File: src/rtl/spi_master_param.sv
// Parameterised SPI master: one word per transfer, CPOL/CPHA per transfer, NUM_CS chip selects.
// Define SPI_MASTER_PARAM_LSB_FIRST_EN to honour lsb_first; otherwise every transfer is MSB first.
module spi_master_param #(
   parameter int DATA_WIDTH = 8,
   parameter int CLK_DIV    = 13,
   parameter int NUM_CS     = 4,
   parameter int CS_SEL_W   = (NUM_CS > 1) ? $clog2(NUM_CS) : 1
) (
   input  logic                  clk,
   input  logic                  rst,
   input  logic                  start,
   input  logic [DATA_WIDTH-1:0] data_in,
   input  logic [CS_SEL_W-1:0]   cs_sel,
   input  logic                  cpol,
   input  logic                  cpha,
   input  logic                  lsb_first,
   input  logic                  miso,
   output logic                  mosi,
   output logic                  sck,
   output logic [NUM_CS-1:0]     cs_n,
   output logic [DATA_WIDTH-1:0] data_out,
   output logic                  busy,
   output logic                  new_data
);

   localparam int CNT_W  = (CLK_DIV > 1) ? $clog2(CLK_DIV) : 1;
   localparam int HALF_W = $clog2(2 * DATA_WIDTH);

   typedef enum logic [1:0] {IDLE, CS_SETUP, TRANSFER, CS_HOLD} state_t;

   state_t                state_q, state_d;
   logic [CNT_W-1:0]      cnt_q;
   logic [HALF_W-1:0]     half_q;
   logic [DATA_WIDTH-1:0] tx_q, rx_q, data_out_q;
   logic [CS_SEL_W-1:0]   cs_sel_q;
   logic                  cpol_q, cpha_q, sck_q, mosi_q, new_data_q;
   logic [NUM_CS-1:0]     cs_dec;
   logic                  tick, last_half, lsb_in, lsb_eff;
   logic                  accept, edge_evt, shift_evt, sample_evt, done;

`ifdef SPI_MASTER_PARAM_LSB_FIRST_EN
   logic lsb_q;
   assign lsb_in  = lsb_first;
   assign lsb_eff = lsb_q;
`else
   logic unused_lsb;
   assign unused_lsb = lsb_first;
   assign lsb_in     = 1'b0;
   assign lsb_eff    = 1'b0;
`endif

   assign tick      = (cnt_q == CNT_W'(CLK_DIV - 1));
   assign last_half = (half_q == HALF_W'(2 * DATA_WIDTH - 1));

   // Out-of-range selects match no line, so every cs_n stays high.
   genvar gi;
   generate
      for (gi = 0; gi < NUM_CS; gi++) begin : g_cs
         assign cs_dec[gi] = (cs_sel_q != CS_SEL_W'(gi));
      end
   endgenerate

   always_ff @(posedge clk) begin
      if (rst) state_q <= IDLE;
      else     state_q <= state_d;
   end

   always_comb begin
      state_d = state_q;
      case (state_q)
         IDLE:     if (start) state_d = CS_SETUP;
         CS_SETUP: if (tick) state_d = TRANSFER;
         TRANSFER: if (tick && last_half) state_d = CS_HOLD;
         CS_HOLD:  if (tick) state_d = IDLE;
         default:  state_d = IDLE;
      endcase
   end

   always_comb begin
      busy     = 1'b0;
      cs_n     = '1;
      accept   = 1'b0;
      edge_evt = 1'b0;
      done     = 1'b0;
      case (state_q)
         IDLE:     accept = start;
         CS_SETUP: begin busy = 1'b1; cs_n = cs_dec; end
         TRANSFER: begin busy = 1'b1; cs_n = cs_dec; edge_evt = tick; end
         CS_HOLD:  begin busy = 1'b1; cs_n = cs_dec; done = tick; end
         default:  ;
      endcase
      // Even half-periods end on a leading edge, odd ones on a trailing edge.
      shift_evt  = edge_evt & (cpha_q ? ~half_q[0] : half_q[0]);
      sample_evt = edge_evt & (cpha_q ? half_q[0] : ~half_q[0]);
   end

   always_ff @(posedge clk) begin
      if (rst) begin
         cnt_q      <= '0;
         half_q     <= '0;
         tx_q       <= '0;
         rx_q       <= '0;
         data_out_q <= '0;
         cs_sel_q   <= '0;
         cpol_q     <= 1'b0;
         cpha_q     <= 1'b0;
         sck_q      <= 1'b0;
         mosi_q     <= 1'b0;
         new_data_q <= 1'b0;
`ifdef SPI_MASTER_PARAM_LSB_FIRST_EN
         lsb_q      <= 1'b0;
`endif
      end else begin
         new_data_q <= done;
         if (done) data_out_q <= rx_q;
         if (state_q == IDLE || tick) cnt_q <= '0;
         else                         cnt_q <= cnt_q + CNT_W'(1);
         if (state_q != TRANSFER) half_q <= '0;
         else if (tick)           half_q <= half_q + HALF_W'(1);
         if (accept) begin
            cs_sel_q <= cs_sel;
            cpol_q   <= cpol;
            cpha_q   <= cpha;
            sck_q    <= cpol;
            rx_q     <= '0;
`ifdef SPI_MASTER_PARAM_LSB_FIRST_EN
            lsb_q    <= lsb_first;
`endif
            if (cpha) begin
               mosi_q <= 1'b0;
               tx_q   <= data_in;
            end else begin
               mosi_q <= lsb_in ? data_in[0] : data_in[DATA_WIDTH-1];
               tx_q   <= lsb_in ? (data_in >> 1) : (data_in << 1);
            end
         end
         if (edge_evt) sck_q <= ~sck_q;
         if (shift_evt) begin
            mosi_q <= lsb_eff ? tx_q[0] : tx_q[DATA_WIDTH-1];
            tx_q   <= lsb_eff ? (tx_q >> 1) : (tx_q << 1);
         end
         if (sample_evt)
            rx_q <= lsb_eff ? {miso, rx_q[DATA_WIDTH-1:1]} : {rx_q[DATA_WIDTH-2:0], miso};
      end
   end

   assign mosi     = mosi_q;
   assign sck      = sck_q;
   assign data_out = data_out_q;
   assign new_data = new_data_q;

endmodule

File: config.mk
export PLATFORM = sky130hd
export DESIGN_NAME = spi_master_param
export DESIGN_NICKNAME = d
export VERILOG_FILES = /design/src/rtl/spi_master_param.sv
export SDC_FILE = /design/constraint.sdc
export NUM_CORES = 1
export LEC_CHECK = 0
export BUFFER_PORTS_ARGS = -buffer_cell sky130_fd_sc_hd__buf_2
export CORE_MARGIN = 4
export CORE_UTILIZATION = 54
export CTS_CLUSTER_SIZE = 12
export DETAILED_ROUTE_END_ITERATION = 10
export PLACE_DENSITY = 0.78
export SYNTH_ARGS = -nofsm -noshare
export SYNTH_HDL_FRONTEND = slang
export SYNTH_SLANG_ARGS = --single-unit
File: constraint.sdc
create_clock -name clk -period 2.05 [get_ports clk]
set_input_delay 0.1025 -clock clk [delete_from_list [all_inputs] [get_ports clk]]
set_output_delay 0.1025 -clock clk [all_outputs]
set_load 0.005 [all_outputs]
==> out/metrics.csv <==
metric,value,unit
clock skew,0.00900,ns
# IOs,33,
CTS Buf Count,5,
minimum clock period,1.82,ns
most frequent cell after synthesis,nand2_1,
final wirelength,3600,um
Clock Path Buffers,2,
Slew HR,58.9,%
Final ANT Viol Nets,0,
fin. max-slew vios,0,
Tcrit/Tclk final,88.9,%
Initial Util,57.4,%
main flop type after synthesis,dfxtp_1,
Residual DRC,0,
hold_sp,data_in[0],
RR Endpoint,state_q[0],
placement-stage cell area,1980,um^2
Detail Placement HPWL,2480,um
final hold violation count,0,
Vias,1535,
Seq cells post-synth,40,
Post-Syn Area per Cell,8.36,um^2
static leakage,0.872,nW
Routed wire per std cell,12.3,um
drt pass-1 iters,4,
Critical Path Source Type,flop,
initial antenna violation count,0,
DIE WIDTH,65.7,um
Post-synth EDFFs,0,
antenna diode count,0,
final hold slack,0.0593,ns
P per Cell Area,1030,nW/um^2
switching power,0.648,mW
placed insts,282,
core box area,3130,um^2
flop-to-flop setup slack,0.23,ns
Final TNS setup,0,ns
"top cells by count, synth","45 x nand2_1, 40 x dfxtp_1, 28 x a21oi_1, 17 x nor2_1, 13 x nand3_1",
1st-iter DRT viols,55,
Via density,5.26,
vias in the first global route,1513,
H-Tree Depth,2,
part of the power in registers,42.8,%
Final WS setup,0.227,ns
final instance area,2110,um^2
largest net degree at the start of global routing,36,
synth warn,0,
clock root buffer,clkbuf_4,
Required @ worst endpoint,2.30,ns
Mapped Cells,215,
kind of critical path,flop to flop,
Post CTS Setup Buffer Count,0,
pre-CTS WS,0.244,ns
WHS Path Cells,3,
Die Span Y,65.7,um
Final #Nets,273,
VDD IR max,0.000748,V
switching share of power,29.8,%
status,completed,
Rows,20,
global-route total usage across every layer,19.1,%
Logic pwr share,28.6,%
"Clk pin slew, worst setup/hold paths",0.12,ns
routability-driven placement congestion ratio,0.712,
die area,4310,um^2
post-route insts no fill,292,
Synth Net Count,240,
Worst Path Max Fanout,9,
clk_lat worst skew,0.34,ns
gr ovfl total,0,
reg2reg path depth,6,
RSZ-0062 raised after global routing,false,
HP Class,input pin to flop,
internal power,1.53,mW
CTS sink cnt,40,
async set-reset flop share out of synthesis,0,%
library cells used by synthesis,31,
ratio of cells with drive above 1 in the final layout,17.3,%
area fraction of the dominant cell type after synthesis,44.6,%
cell accounting for the most synthesized area,dfxtp_1,
Worst Path Arrival,2.08,ns
Clock power frac,28.6,%
Worst R2R Start,cnt_q[0],
CTS tree,built,
Fmax,549,MHz
Crit. End Element,flop,
max-cap viol count,0,
global-route wire length before repair,6470,um
area grow syn2layout,17.3,%
Final Setup Violations,0,
Slew @ Worst Pin,0.616,ns
Worst Hold Path EP,tx_q[0],
largest cells by area after synthesis,"dfxtp_1 45%, nand2_1 9.4%, a21oi_1 7.8%",
input/output buffers,31,
post-synthesis sequential area ratio,44.6,%
Mapped Area,1800,um^2
-- cell type report --
class / count / area [um^2]
timing repair buffer: 38 / 215
inverter: 6 / 22.5
clock inverter: 2 / 60.1
multi-input combinational: 157 / 917
sequential: 40 / 801
fill: 280 / 1020
tap: 44 / 55.1
clock buffer: 5 / 37.5
-- through the flow --
stage | util, % | total power, mW
after floorplan | - | 1.40
after global placement | 63.3 | 1.55
after detailed placement | 63.3 | 1.56
after CTS | 67.4 | 2.19
after global routing | 67.4 | 2.32
final | 67.4 | 2.18
-- critical path, cell delays in order, from the launching register on --
cell      delay, ns
dfxtp_1        0.35
inv_1          0.06
ha_1           0.18
and3_1         0.38
nand4_4        0.14
a221o_1        0.34
a221oi_1       0.28
-- flip-flops by register name, summed over array words and instances, names as in the netlist --
register	flops
state_q	2
cpha_q	1
rx_q	8
mosi	1
cs_sel_q	2
tx_q	8
sck	1
new_data	1
cnt_q	4
data_out	8
half_q	4
-- power by group through the flow --
stage / clock [mW] / combinational, mW / sequential (mW)
6_report: 0.621 / 0.623 / 0.931
3_3_place_gp: 0 / 0.602 / 0.943
3_5_place_dp: 0 / 0.614 / 0.948
2_1_floorplan: 0 / 0.463 / 0.935
5_1_grt: 0.659 / 0.712 / 0.944
4_1_cts: 0.635 / 0.625 / 0.929
-- worst max-delay path by stage --
stage,from,end
2_1_floorplan,state_q[0],tx_q[6]
4_1_cts,cnt_q[0],state_q[0]
6_report,cnt_q[0],state_q[0]
5_1_grt,cnt_q[0],state_q[0]
3_5_place_dp,cnt_q[0],state_q[0]
3_3_place_gp,cnt_q[0],state_q[0]
-- metal layers --
metal,vias up,track usage (%),part of all wire (%)
li1,794,-,-
met1,699,22.7,47
met2,36,32.2,47
met3,6,4.96,4.9
met4,0,8.55,1.7
met5,-,0,0
-- cells in the final DEF, fill, tap and decap left out --
cell | Yosys | routed
nand4_4 | 1 | 1
nor2b_1 | 2 | 2
and2_1 | 2 | 2
nand3_1 | 13 | 13
a221o_1 | 1 | 1
a2111oi_0 | 1 | 1
xnor2_1 | 3 | 3
or3_1 | 2 | 2
a211o_1 | 7 | 7
a211oi_1 | 2 | 2
a21oi_1 | 28 | 28
dfxtp_1 | 40 | 40
dlygate4sd3_1 | 0 | 3
a21o_1 | 1 | 1
nand3b_1 | 1 | 1
nor3_1 | 2 | 2
nand2b_1 | 3 | 3
nor2_1 | 17 | 17
o21ai_0 | 1 | 1
nand2_1 | 45 | 45
clkbuf_4 | 0 | 5
ha_1 | 8 | 8
nor3b_1 | 1 | 1
buf_2 | 3 | 31
mux2i_1 | 8 | 8
a221oi_1 | 2 | 2
inv_1 | 6 | 6
bufinv_16 | 0 | 2
nand4_1 | 2 | 2
buf_4 | 0 | 4
xor2_1 | 3 | 3
and3_1 | 1 | 1
-- timing repair --
| item | CTS | global route |
|---|---|---|
| resized for setup | 0 | 0 |
| hold buffers | 3 | 0 |
| endpoints found under the hold margin | 3 | 0 |
-- kinds of logic (layout without fill, tap and decap cells) --
logic type | count (synthesis) | in the layout | share of synthesized area (%)
buffers and inverters | 18 | 51 | 4.39
and+or+nand+nor | 92 | 92 | 23.3
xor gates and xnor gates | 6 | 6 | 2.93
DFF | 40 | 40 | 44.6
adders and majority gates | 8 | 8 | 5.57
muxes | 8 | 8 | 4.46
AOI/OAI and AO/OA | 43 | 43 | 14.8
No activity file was read; power rests on OpenSTA's default activity.
